`src/rtl/adc_pkg.sv`:
```
// rtl/adc_pkg.sv - shared types and constants for the ADC capture path
//
// Purpose: state/channel enums and constants used by adc_capture and its
// frame interface. No ports.
package adc_pkg;

  // Default bits captured per channel.
  localparam int SAMPLE_W_DEFAULT = 16;

  // Pole position of the optional DC blocker: y_prev is leaked by y_prev/2^8.
  localparam int DCB_SHIFT = 8;

  typedef enum logic [2:0] {
    IDLE,
    ALIGN,
    SKIP,
    SHIFT,
    WAIT
  } adc_state_t;

  typedef enum logic {
    CH_LEFT,
    CH_RIGHT
  } adc_ch_t;

endpackage

```
`src/rtl/adc_capture_if.sv`:
```
// rtl/adc_capture_if.sv - stereo frame valid/ready interface
//
// Purpose: carries one captured stereo frame to the consumer.
// Signals:
//   LDATA, RDATA : SAMPLE_W-bit two's complement left/right samples
//   out_valid    : LDATA/RDATA hold a new frame
//   out_ready    : consumer accepts the frame
// Modports: master (capture side), slave (consumer side).
interface adc_capture_if
  import adc_pkg::*;
#(
  parameter int SAMPLE_W = SAMPLE_W_DEFAULT
);

  logic [SAMPLE_W-1:0] LDATA;
  logic [SAMPLE_W-1:0] RDATA;
  logic                out_valid;
  logic                out_ready;

  modport master (
    output LDATA,
    output RDATA,
    output out_valid,
    input  out_ready
  );

  modport slave (
    input  LDATA,
    input  RDATA,
    input  out_valid,
    output out_ready
  );

endinterface

```
`src/rtl/sync_edge.sv`:
```
// rtl/sync_edge.sv - multi-flop input synchronizer with edge detection
//
// Purpose: brings an asynchronous pin into the clk domain and flags its edges.
// Ports:
//   clk, rst_n : system clock, asynchronous active-low reset
//   d          : asynchronous input
//   level      : synchronized level
//   rise, fall : one-cycle pulses on synchronized 0->1 / 1->0 transitions
module sync_edge #(
  parameter int STAGES = 2
) (
  input  logic clk,
  input  logic rst_n,
  input  logic d,
  output logic level,
  output logic rise,
  output logic fall
);

  // Fewer than two flops is not a synchronizer; clamp silently.
  localparam int N = (STAGES < 2) ? 2 : STAGES;

  logic [N-1:0] chain;
  logic         prev;

  always_ff @(posedge clk or negedge rst_n) begin
    if (!rst_n) begin
      chain <= '0;
      prev  <= 1'b0;
    end else begin
      chain <= {chain[N-2:0], d};
      prev  <= chain[N-1];
    end
  end

  assign level = chain[N-1];
  assign rise  = chain[N-1] & ~prev;
  assign fall  = ~chain[N-1] & prev;

endmodule

```
`src/rtl/adc_capture.sv`:
```
// rtl/adc_capture.sv - codec ADC serial stream to parallel stereo frames
//
// Purpose: deserializes AUD_ADCDAT (framed by AUD_BCLK / AUD_ADCLRCK, codec is
// bit-clock master) into left/right samples in the Clk domain and presents
// each stereo frame on a valid/ready interface.
// Ports:
//   Clk, Reset_n      : system clock, asynchronous active-low reset
//   Enable           : capture enable, low forces IDLE
//   AUD_BCLK         : codec bit clock (sampled, never used as a clock)
//   AUD_ADCLRCK      : frame clock, low = left, high = right
//   AUD_ADCDAT       : serial data, MSB first
//   frame            : adc_capture_if master (LDATA, RDATA, out_valid, out_ready)
//   overrun          : sticky, a frame was overwritten before acceptance
//   short_word       : sticky, a channel ended before SAMPLE_W bits arrived
// Optional build macro: ADC_DCBLOCK_EN inserts a one-pole DC blocker per
// channel ahead of LDATA/RDATA (one extra Clk of latency).
module adc_capture
  import adc_pkg::*;
#(
  parameter int SAMPLE_W    = SAMPLE_W_DEFAULT,
  parameter int I2S_DELAY   = 1,
  parameter int SYNC_STAGES = 2
) (
  input  logic          Clk,
  input  logic          Reset_n,
  input  logic          Enable,
  input  logic          AUD_BCLK,
  input  logic          AUD_ADCLRCK,
  input  logic          AUD_ADCDAT,
  adc_capture_if.master frame,
  output logic          overrun,
  output logic          short_word
);

  localparam int CW  = $clog2(SAMPLE_W + 1);
  localparam int SKW = (I2S_DELAY < 1) ? 1 : $clog2(I2S_DELAY + 1);

  // ---------------------------------------------------------------- inputs
  logic bclk_lvl, bclk_rise, bclk_fall;
  logic lrck_lvl, lrck_rise, lrck_fall;
  logic dat_lvl, dat_rise, dat_fall;

  sync_edge #(.STAGES(SYNC_STAGES)) u_sync_bclk (
    .clk(Clk), .rst_n(Reset_n), .d(AUD_BCLK),
    .level(bclk_lvl), .rise(bclk_rise), .fall(bclk_fall)
  );

  sync_edge #(.STAGES(SYNC_STAGES)) u_sync_lrck (
    .clk(Clk), .rst_n(Reset_n), .d(AUD_ADCLRCK),
    .level(lrck_lvl), .rise(lrck_rise), .fall(lrck_fall)
  );

  sync_edge #(.STAGES(SYNC_STAGES)) u_sync_dat (
    .clk(Clk), .rst_n(Reset_n), .d(AUD_ADCDAT),
    .level(dat_lvl), .rise(dat_rise), .fall(dat_fall)
  );

  logic unused_sync;
  assign unused_sync = ^{bclk_lvl, bclk_fall, lrck_rise, lrck_fall, dat_rise, dat_fall};

  // LRCK is only meaningful as seen by the codec's bit clock, so its edges
  // are judged against the value held at the previous BCLK rise.
  logic lrck_last;
  logic lrck_edge;
  assign lrck_edge = bclk_rise && (lrck_lvl != lrck_last);

  // ---------------------------------------------------------------- FSM
  adc_state_t          state_q, state_d;
  adc_ch_t             ch_q, ch_d;
  logic [CW-1:0]       cnt_q, cnt_d;
  logic [SKW-1:0]      skip_q, skip_d;
  logic [SAMPLE_W-1:0] sr_q, sr_d;
  logic [SAMPLE_W-1:0] hold_l, hold_r;
  logic [SAMPLE_W-1:0] store_word;
  logic                store_en, short_set, start, shift_in;
  logic                frame_done;
  logic                short_q;

  always_ff @(posedge Clk or negedge Reset_n) begin
    if (!Reset_n) begin
      state_q    <= IDLE;
      ch_q       <= CH_LEFT;
      cnt_q      <= '0;
      skip_q     <= '0;
      sr_q       <= '0;
      lrck_last  <= 1'b0;
      hold_l     <= '0;
      hold_r     <= '0;
      frame_done <= 1'b0;
      short_q    <= 1'b0;
    end else begin
      state_q    <= state_d;
      ch_q       <= ch_d;
      cnt_q      <= cnt_d;
      skip_q     <= skip_d;
      sr_q       <= sr_d;
      frame_done <= 1'b0;
      if (bclk_rise) lrck_last <= lrck_lvl;
      if (short_set) short_q <= 1'b1;
      if (store_en) begin
        if (ch_q == CH_LEFT) begin
          hold_l <= store_word;
        end else begin
          hold_r     <= store_word;
          frame_done <= 1'b1;
        end
      end
    end
  end

  always_comb begin
    state_d    = state_q;
    ch_d       = ch_q;
    cnt_d      = cnt_q;
    skip_d     = skip_q;
    sr_d       = sr_q;
    store_en   = 1'b0;
    store_word = '0;
    short_set  = 1'b0;
    start      = 1'b0;
    shift_in   = 1'b0;

    if (!Enable) begin
      state_d = IDLE;
    end else begin
      unique case (state_q)
        IDLE:  state_d = ALIGN;
        ALIGN: if (lrck_edge && !lrck_lvl) start = 1'b1;
        SKIP: begin
          if (lrck_edge) begin
            start = 1'b1;
          end else if (bclk_rise) begin
            if (skip_q >= SKW'(I2S_DELAY)) shift_in = 1'b1;
            else skip_d = skip_q + SKW'(1);
          end
        end
        SHIFT: begin
          if (lrck_edge) begin
            // Channel ended early: left-align what arrived, zero the LSBs.
            store_en   = 1'b1;
            store_word = sr_q << (CW'(SAMPLE_W) - cnt_q);
            short_set  = 1'b1;
            start      = 1'b1;
          end else if (bclk_rise) begin
            shift_in = 1'b1;
          end
        end
        WAIT:    if (lrck_edge) start = 1'b1;
        default: state_d = IDLE;
      endcase

      // The rise that reveals the LRCK edge is the first delay slot; with
      // no delay it already carries the MSB.
      if (start) begin
        ch_d   = lrck_lvl ? CH_RIGHT : CH_LEFT;
        sr_d   = '0;
        cnt_d  = '0;
        skip_d = SKW'(1);
        if (I2S_DELAY == 0) shift_in = 1'b1;
        else state_d = SKIP;
      end

      if (shift_in) begin
        sr_d    = {sr_d[SAMPLE_W-2:0], dat_lvl};
        cnt_d   = cnt_d + CW'(1);
        state_d = SHIFT;
        if (cnt_d == CW'(SAMPLE_W)) begin
          store_en   = 1'b1;
          store_word = sr_d;
          state_d    = WAIT;
        end
      end
    end
  end

  // ---------------------------------------------------------------- output path
  logic                load_en;
  logic [SAMPLE_W-1:0] load_l, load_r;

`ifdef ADC_DCBLOCK_EN
  // y = x - x_prev + y_prev - (y_prev >>> DCB_SHIFT), saturated to SAMPLE_W.
  function automatic logic signed [SAMPLE_W-1:0] dcb_step(
    input logic signed [SAMPLE_W-1:0] x,
    input logic signed [SAMPLE_W-1:0] xp,
    input logic signed [SAMPLE_W-1:0] yp
  );
    logic signed [SAMPLE_W+1:0] xe, xpe, ype, acc;
    xe  = {{2{x[SAMPLE_W-1]}}, x};
    xpe = {{2{xp[SAMPLE_W-1]}}, xp};
    ype = {{2{yp[SAMPLE_W-1]}}, yp};
    acc = xe - xpe + ype - (ype >>> DCB_SHIFT);
    if (acc[SAMPLE_W+1:SAMPLE_W-1] == 3'b000 || acc[SAMPLE_W+1:SAMPLE_W-1] == 3'b111)
      return acc[SAMPLE_W-1:0];
    else if (acc[SAMPLE_W+1])
      return {1'b1, {(SAMPLE_W-1){1'b0}}};
    else
      return {1'b0, {(SAMPLE_W-1){1'b1}}};
  endfunction

  logic signed [SAMPLE_W-1:0] xl_q, xr_q, yl_q, yr_q;
  logic signed [SAMPLE_W-1:0] yl_d, yr_d;
  logic                       filt_done;

  assign yl_d = dcb_step($signed(hold_l), xl_q, yl_q);
  assign yr_d = dcb_step($signed(hold_r), xr_q, yr_q);

  always_ff @(posedge Clk or negedge Reset_n) begin
    if (!Reset_n) begin
      xl_q      <= '0;
      xr_q      <= '0;
      yl_q      <= '0;
      yr_q      <= '0;
      filt_done <= 1'b0;
    end else begin
      filt_done <= frame_done;
      if (frame_done) begin
        xl_q <= $signed(hold_l);
        xr_q <= $signed(hold_r);
        yl_q <= yl_d;
        yr_q <= yr_d;
      end
    end
  end

  assign load_en = filt_done;
  assign load_l  = yl_q;
  assign load_r  = yr_q;
`else
  assign load_en = frame_done;
  assign load_l  = hold_l;
  assign load_r  = hold_r;
`endif

  logic [SAMPLE_W-1:0] ldata_q, rdata_q;
  logic                valid_q, overrun_q;

  // A frame landing on the acceptance edge simply replaces the accepted one.
  always_ff @(posedge Clk or negedge Reset_n) begin
    if (!Reset_n) begin
      ldata_q   <= '0;
      rdata_q   <= '0;
      valid_q   <= 1'b0;
      overrun_q <= 1'b0;
    end else if (load_en) begin
      ldata_q <= load_l;
      rdata_q <= load_r;
      valid_q <= 1'b1;
      if (valid_q && !frame.out_ready) overrun_q <= 1'b1;
    end else if (valid_q && frame.out_ready) begin
      valid_q <= 1'b0;
    end
  end

  assign frame.LDATA     = ldata_q;
  assign frame.RDATA     = rdata_q;
  assign frame.out_valid = valid_q;
  assign overrun         = overrun_q;
  assign short_word      = short_q;

endmodule

```
`src/flat_wrapper.sv`:
```
// flat-port wrapper written by rule: the top's interface ports become plain ports
module adc_capture_flat import adc_pkg::*;
#(
  parameter int SAMPLE_W    = SAMPLE_W_DEFAULT,
  parameter int I2S_DELAY   = 1,
  parameter int SYNC_STAGES = 2
)
  (Clk, Reset_n, Enable, AUD_BCLK, AUD_ADCLRCK, AUD_ADCDAT, overrun, short_word, frame_LDATA, frame_RDATA, frame_out_valid, frame_out_ready);
  adc_capture_if #(.SAMPLE_W(SAMPLE_W)) frame_i ();
  input  logic Clk;
  input  logic Reset_n;
  input  logic Enable;
  input  logic AUD_BCLK;
  input  logic AUD_ADCLRCK;
  input  logic AUD_ADCDAT;
  output logic overrun;
  output logic short_word;
  output wire logic [$bits(frame_i.LDATA)-1:0] frame_LDATA;
  output wire logic [$bits(frame_i.RDATA)-1:0] frame_RDATA;
  output wire logic [$bits(frame_i.out_valid)-1:0] frame_out_valid;
  input wire logic [$bits(frame_i.out_ready)-1:0] frame_out_ready;
  assign frame_LDATA = frame_i.LDATA;
  assign frame_RDATA = frame_i.RDATA;
  assign frame_out_valid = frame_i.out_valid;
  assign frame_i.out_ready = frame_out_ready;
  adc_capture #(.SAMPLE_W(SAMPLE_W), .I2S_DELAY(I2S_DELAY), .SYNC_STAGES(SYNC_STAGES)) u_core (.Clk(Clk), .Reset_n(Reset_n), .Enable(Enable), .AUD_BCLK(AUD_BCLK), .AUD_ADCLRCK(AUD_ADCLRCK), .AUD_ADCDAT(AUD_ADCDAT), .frame(frame_i), .overrun(overrun), .short_word(short_word));
endmodule
```
`config.mk`:
```
export PLATFORM = sky130hd
export DESIGN_NAME = adc_capture_flat
export DESIGN_NICKNAME = d
export VERILOG_FILES = /design/src/rtl/adc_pkg.sv /design/src/rtl/adc_capture_if.sv /design/src/rtl/sync_edge.sv /design/src/rtl/adc_capture.sv /design/src/flat_wrapper.sv
export SDC_FILE = /design/constraint.sdc
export NUM_CORES = 1
export LEC_CHECK = 0
export ABC_CLOCK_PERIOD_IN_PS = 3550
export CORE_MARGIN = 4
export CORE_UTILIZATION = 55
export DETAILED_ROUTE_END_ITERATION = 6
export PLACE_DENSITY = 0.76
export SLEW_MARGIN = 20
export SYNTH_ARGS = -nofsm -noshare
export SYNTH_HDL_FRONTEND = slang
export SYNTH_HIERARCHICAL = 1
export SYNTH_SLANG_ARGS = --single-unit
```
`constraint.sdc`:
```
create_clock -name Clk -period 3.55 [get_ports Clk]
set_input_delay 0.8875 -clock Clk [delete_from_list [all_inputs] [get_ports Clk]]
set_output_delay 0.8875 -clock Clk [all_outputs]
set_load 0.03 [all_outputs]
```
=== Word level (Yosys, flattened, before mapping) ===
Cells that the tools add are included.
Widths: inputs -> output; s select.

* Flip-flop bits (word level): 102
* Latch bits: 0
* Bits in writable memories: 0
* Bits in read-only memories: 0
* Input bits: 7
* Memories: 0

* Add/subtract/negate cells: 3
* $mul: 0
* Divide/modulo/power cells: 0
* Magnitude comparators: 1
* Equal/unequal tests: 9
* Shift-type cells: 1
* Multiplexer cells: 41
* Bitwise logic cells: 3
* Reduce and logical (&&, ||, !) cells: 19

{| class="wikitable"
|+ Operators by type and width
! kind !! number
|-
| $mux 16 || 7
|-
| $mux 1 || 24
|-
| $shl 16x5->16 || 1
|-
| $mux 5 || 3
|-
| $mux 3 || 4
|-
| $reduce_and 2->1 || 5
|-
| $reduce_bool 2->1 || 4
|-
| $eq 3x2->1 const B || 2
|-
| $pmux 3 s2 || 1
|-
| $add 5x1->5 const B || 1
|-
| $eq 5x5->1 const B || 1
|-
| $reduce_and 5->1 || 1
|-
| $sub 5x5->5 const A || 1
|-
| $logic_and 1x1->1 || 4
|-
| $ne 2x2->1 const B || 2
|-
| $ne 4x2->1 const B || 1
|-
| $pmux 1 s2 || 2
|-
| $reduce_or 4->1 || 1
|-
| $eq 3x1->1 const B || 1
|-
| $eq 3x3->1 const B || 1
|-
| $logic_not 3->1 || 1
|-
| $reduce_or 3->1 || 1
|-
| $logic_not 1->1 || 2
|-
| $not 1->1 || 2
|-
| 4 further kinds || 4
|}

=== Logic depth before layout (Yosys ltp) ===
* Depth in word-level cells: 15
* Mapped depth: 11
* Depth with buffers taken out: 9

=== Cells and area by module ===
The synthesis kept the hierarchy.

{| class="wikitable"
|+ By module, submodules not included
! module !! instances !! cells an instance !! area each (um^2) !! seq. area each (um^2)
|-
| adc_capture || 1 || 379 || 4749.6 || 2377.3
|-
| sync_edge || 3 || 5 || 90.1 || 75.1
|}

=== Worst setup path before layout ===
Ideal clock, no wire load.

* Path type: register to register
* Start point: reg u_core.cnt_q[0]
* End point: reg u_core.hold_r[14]
* Arrival time: 2598 ps
* Required time: 3477 ps
* Slack: 879 ps
* Cell stages (with the launch flop): 12
* Buffers on the path: 4
* Path through: dfrtp_1 -> buf_2 -> inv_1 -> clkbuf_1 -> ha_1 -> xor2_1 -> buf_4 -> buf_2 -> mux4_2 -> nor4_1 -> o211ai_1 -> a2bb2oi_2

* Longest elaborated chain between the ends: 8
* Elaborated cells between the ends (all ways): 15
* Those cells by class: 2 x add/sub; 1 x eq/ne; 1 x shift; 10 x mux; 1 x reduce/logical

{| class="wikitable"
|+ Ends and longest elaborated chain
! item !! RTL line !! source
|-
| start, declared || adc_capture.sv:70 || <nowiki>logic [CW-1:0] cnt_q, cnt_d;</nowiki>
|-
| start signal, assigned || adc_capture.sv:94 || <nowiki>cnt_q <= cnt_d;</nowiki>
|-
| parallel branches: the longest is 8 deep, another holds $sub 5x5->5 || -- ||
|-
| end signal, assigned || adc_capture.sv:104 || <nowiki>hold_r <= store_word;</nowiki>
|-
| end, declared || adc_capture.sv:73 || <nowiki>logic [SAMPLE_W-1:0] hold_l, hold_r;</nowiki>
|}

Several ways; the timed one is not identified. The select of a mux whose other input is x is not followed.
A chain may end at the register's enable or synchronous reset.

=== Final worst setup path ===
* Start point: reg u_core.lrck_last
* End point: reg u_core.hold_l[15]

* Longest elaborated chain between the ends: 14
* Elaborated cells between the ends (all ways): 26
* Those cells by class: 1 x add/sub; 2 x eq/ne; 20 x mux; 3 x reduce/logical

{| class="wikitable"
|+ Ends and longest elaborated chain
! item !! RTL line !! source
|-
| start, declared || adc_capture.sv:63 || <nowiki>logic lrck_last;</nowiki>
|-
| start signal, assigned || adc_capture.sv:98 || <nowiki>if (bclk_rise) lrck_last <= lrck_lvl;</nowiki>
|-
| $ne 1x1->1 (*) || adc_capture.sv:65 || <nowiki>assign lrck_edge = bclk_rise && (lrck_lvl != lrck_last);</nowiki>
|-
| $logic_and 1x1->1 (*) || adc_capture.sv:65 ||
|-
| $logic_and 1x1->1 || adc_capture.sv:128 || <nowiki>ALIGN: if (lrck_edge && !lrck_lvl) start = 1'b1;</nowiki>
|-
| $mux 1 || adc_capture.sv:128 ||
|-
| $pmux 1 s2 || adc_capture.sv:126 || <nowiki>unique case (state_q)</nowiki>
|-
| $mux 1 || adc_capture.sv:123 || <nowiki>if (!Enable) begin</nowiki>
|-
| $mux 5 || adc_capture.sv:154 || <nowiki>if (start) begin</nowiki>
|-
| $mux 5 || adc_capture.sv:123 ||
|-
| $add 5x1->5 || adc_capture.sv:165 || <nowiki>cnt_d = cnt_d + CW'(1);</nowiki>
|-
| $eq 5x5->1 || adc_capture.sv:167 || <nowiki>if (cnt_d == CW'(SAMPLE_W)) begin</nowiki>
|-
| $mux 1 || adc_capture.sv:167 ||
|-
| $mux 1 || adc_capture.sv:163 || <nowiki>if (shift_in) begin</nowiki>
|-
| $mux 1 || adc_capture.sv:123 ||
|-
| $reduce_and 2->1 (no source line) || -- ||
|-
| end signal, assigned || adc_capture.sv:102 || <nowiki>hold_l <= store_word;</nowiki>
|-
| end, declared || adc_capture.sv:73 ||
|}

Every way passes the cells marked *; elsewhere a longest branch is shown, timed or not. The select of a mux whose other input is x is not followed.

==> reports/results.ini <==
[route]
wire_per_inst_um = 18.9
vias = 3329
avgViaCountPerCell = 6.14
wl_um = 10200
route.detailed.drc = 0
drtIter0Drc = 305
firstDrtPassIters = 5
ant_nets = 0

[synth]
syn-num-nets = 396
synth_cells = 387
avgSynthCellArea_um2 = 12.7
syn-cell-area_um2 = 4930
yosysWarnings = 6

[critical_path]
cp-end-kind = flip-flop
cp_slowest_stage_delay_ns = 0.59
path_max_fanout = 11
critical_path_arrival_ns = 3.37
r2r-end = u_core/hold_l[15]
startpoint_type = flip-flop
reg2reg_depth = 10
slowest_stage = or3_1
path_buf_inv = 1
crit_type = flip-flop to flip-flop
rr_startpoint = u_core/lrck_last
reg2reg_slack_ns = 0.46
cp_top_family = simple AND/OR/NAND/NOR gates
crit_chain = xnor2_2 > a21oi_1 > o21a_1 > nor2_1 > ha_1 > nand2_1 > or3_1 > a21oi_4 > buf_4 > mux2i_1
critPathRequiredTime_ns = 3.84

[place]
gp_congestion = 0.880
hpwl_um = 7360
place_inst = 526
port_buffers = 41

[hold_path]
min_path_type = flip-flop to flip-flop
min_from = u_core/u_sync_dat/chain[0]
hold_end = u_core/u_sync_dat/chain[1]
min_path_cells = 0

[global_routing]
grt_util_all_layers_pct = 21.1
antenna_found_initial = 0
grt_pass1_wl_um = 17200
overflow = 0
grt_max_degree = 53
grt_pass1_vias = 3328

[clock_network]
cts_made_buffers = 9
cts_sinks = 102
hold_buffers = 0
cts_tree = built
clk_path_buf_depth = 2
post-cts-setup-buffers = 0
htreeDepth = 3
clkTransAtPathRegs_ns = 0.10
cts-resized-gates = 0
clk_latency_ns = 0.37
root_buffer = clkbuf_8

[sta]
worstMarginPinSlew_ns = 0.819
setup_viol = 0
fin_crit_ns = 3.09
rsz0062_at_grt = false
hold_violations = 0
skew_ns = 0.00936
max_slew_margin_pct = 45.4
period_share_pct = 86.9
finalSetupTns_ns = 0
max_freq_mhz = 324
slew_viol_final = 0

[layout]
instances_no_fill = 542
drive_above_1_share_pct = 22.6
area_delta_synth_final_pct = 14.2
num_antenna_cells = 0
fillers = 665
multi_input_area_um2 = 2130
regArea_um2 = 2550
final_nets = 438

[status]
status = complete, no violations

[power_and_ir_drop]
power_mw = 2.28
ir_drop_v = 0.000253
p_leak_nw = 2.48
power.density_nw_per_um2 = 405

[die]
initial_core_util_pct = 56.5
die_h_um = 103
io_pins = 42
core_region_area_um2 = 8720
die_w_um = 103
row_count = 34
die_area_um2 = 10500

[job]
cap_violations = 0

-- flip-flops by register name (all words and copies together), names as in the netlist, 3 cells and up --
signal	count
u_core/frame.LDATA	16
u_core/hold_r	16
u_core/sr_q	16
u_core/hold_l	16
u_core/cnt_q	5
u_core/state_q	3
u_core/frame.RDATA	16
-- per-layer routing --
metal,share of wire (%),GRT usage [%],up-vias
met5,0,0,-
met4,3.1,9.49,0
met3,4.8,3.04,28
met2,48,32.6,111
met1,45,29.7,1666
li1,-,-,1524
-- metrics by stage --
| step | hold slack [ns] | setup slack, ns | cell area [µm²] | utilization, % |
|---|---|---|---|---|
| 2_1_floorplan | 0.331 | 0.879 | 4930 | - |
| 3_3_place_gp | 0.336 | 0.646 | 5450 | 62.5 |
| 3_5_place_dp | 0.338 | 0.492 | 5450 | 62.5 |
| 4_1_cts | 0.363 | 0.476 | 5630 | 64.6 |
| 5_1_grt | 0.367 | 0.259 | 5630 | 64.6 |
| 6_report | 0.359 | 0.465 | 5630 | 64.6 |
-- layout make-up --
| cell class | instances | share of cell area [%] |
|---|---|---|
| clock buffer | 9 | 2.20 |
| clock inverter | 7 | 1.00 |
| inverter | 31 | 2.07 |
| multi-input combinational | 229 | 37.7 |
| sequential | 102 | 45.3 |
| tap | 108 | 2.40 |
| timing repair buffer | 56 | 9.24 |
-- report_power, final --
group          internal, mW  total, mW  switching (mW)
clock                 0.262      0.679           0.417
sequential             1.20       1.23          0.0323
combinational         0.152      0.369           0.217
total                  1.61       2.28           0.666
-- worst max-delay path by stage --
stage / start / end / depth (start not counted)
after detailed placement: u_core/lrck_last / u_core/hold_l[15] / 10
final: u_core/lrck_last / u_core/hold_l[15] / 10
after floorplan: u_core/cnt_q[0] / u_core/hold_r[14] / 11
after CTS: u_core/lrck_last / u_core/hold_l[15] / 10
after global placement: u_core/lrck_last / u_core/hold_r[3] / 10
after global routing: u_core/lrck_last / u_core/hold_l[15] / 10
-- layout by cell type (no fill, tap or decap), drive strengths merged, types with 3 or more instances in the layout --
cell and count:
dfrtp 102, mux2 42, clkdlybuf4s50 40, mux2i 40, inv 33, a22o 19, buf 16, nor4 14
mux4 11, a21oi 10, clkbuf 9, nand2 9, o21ai 7, nor2 6, nor3 5, nand2b 4
a211oi 4, a221oi 4, a32oi 4, clkinvlp 3, nor2b 3, or3 3, o31ai 3, xor2 3
a21o 3, or4 3
Note: power is estimated with default switching activity, not from simulation.
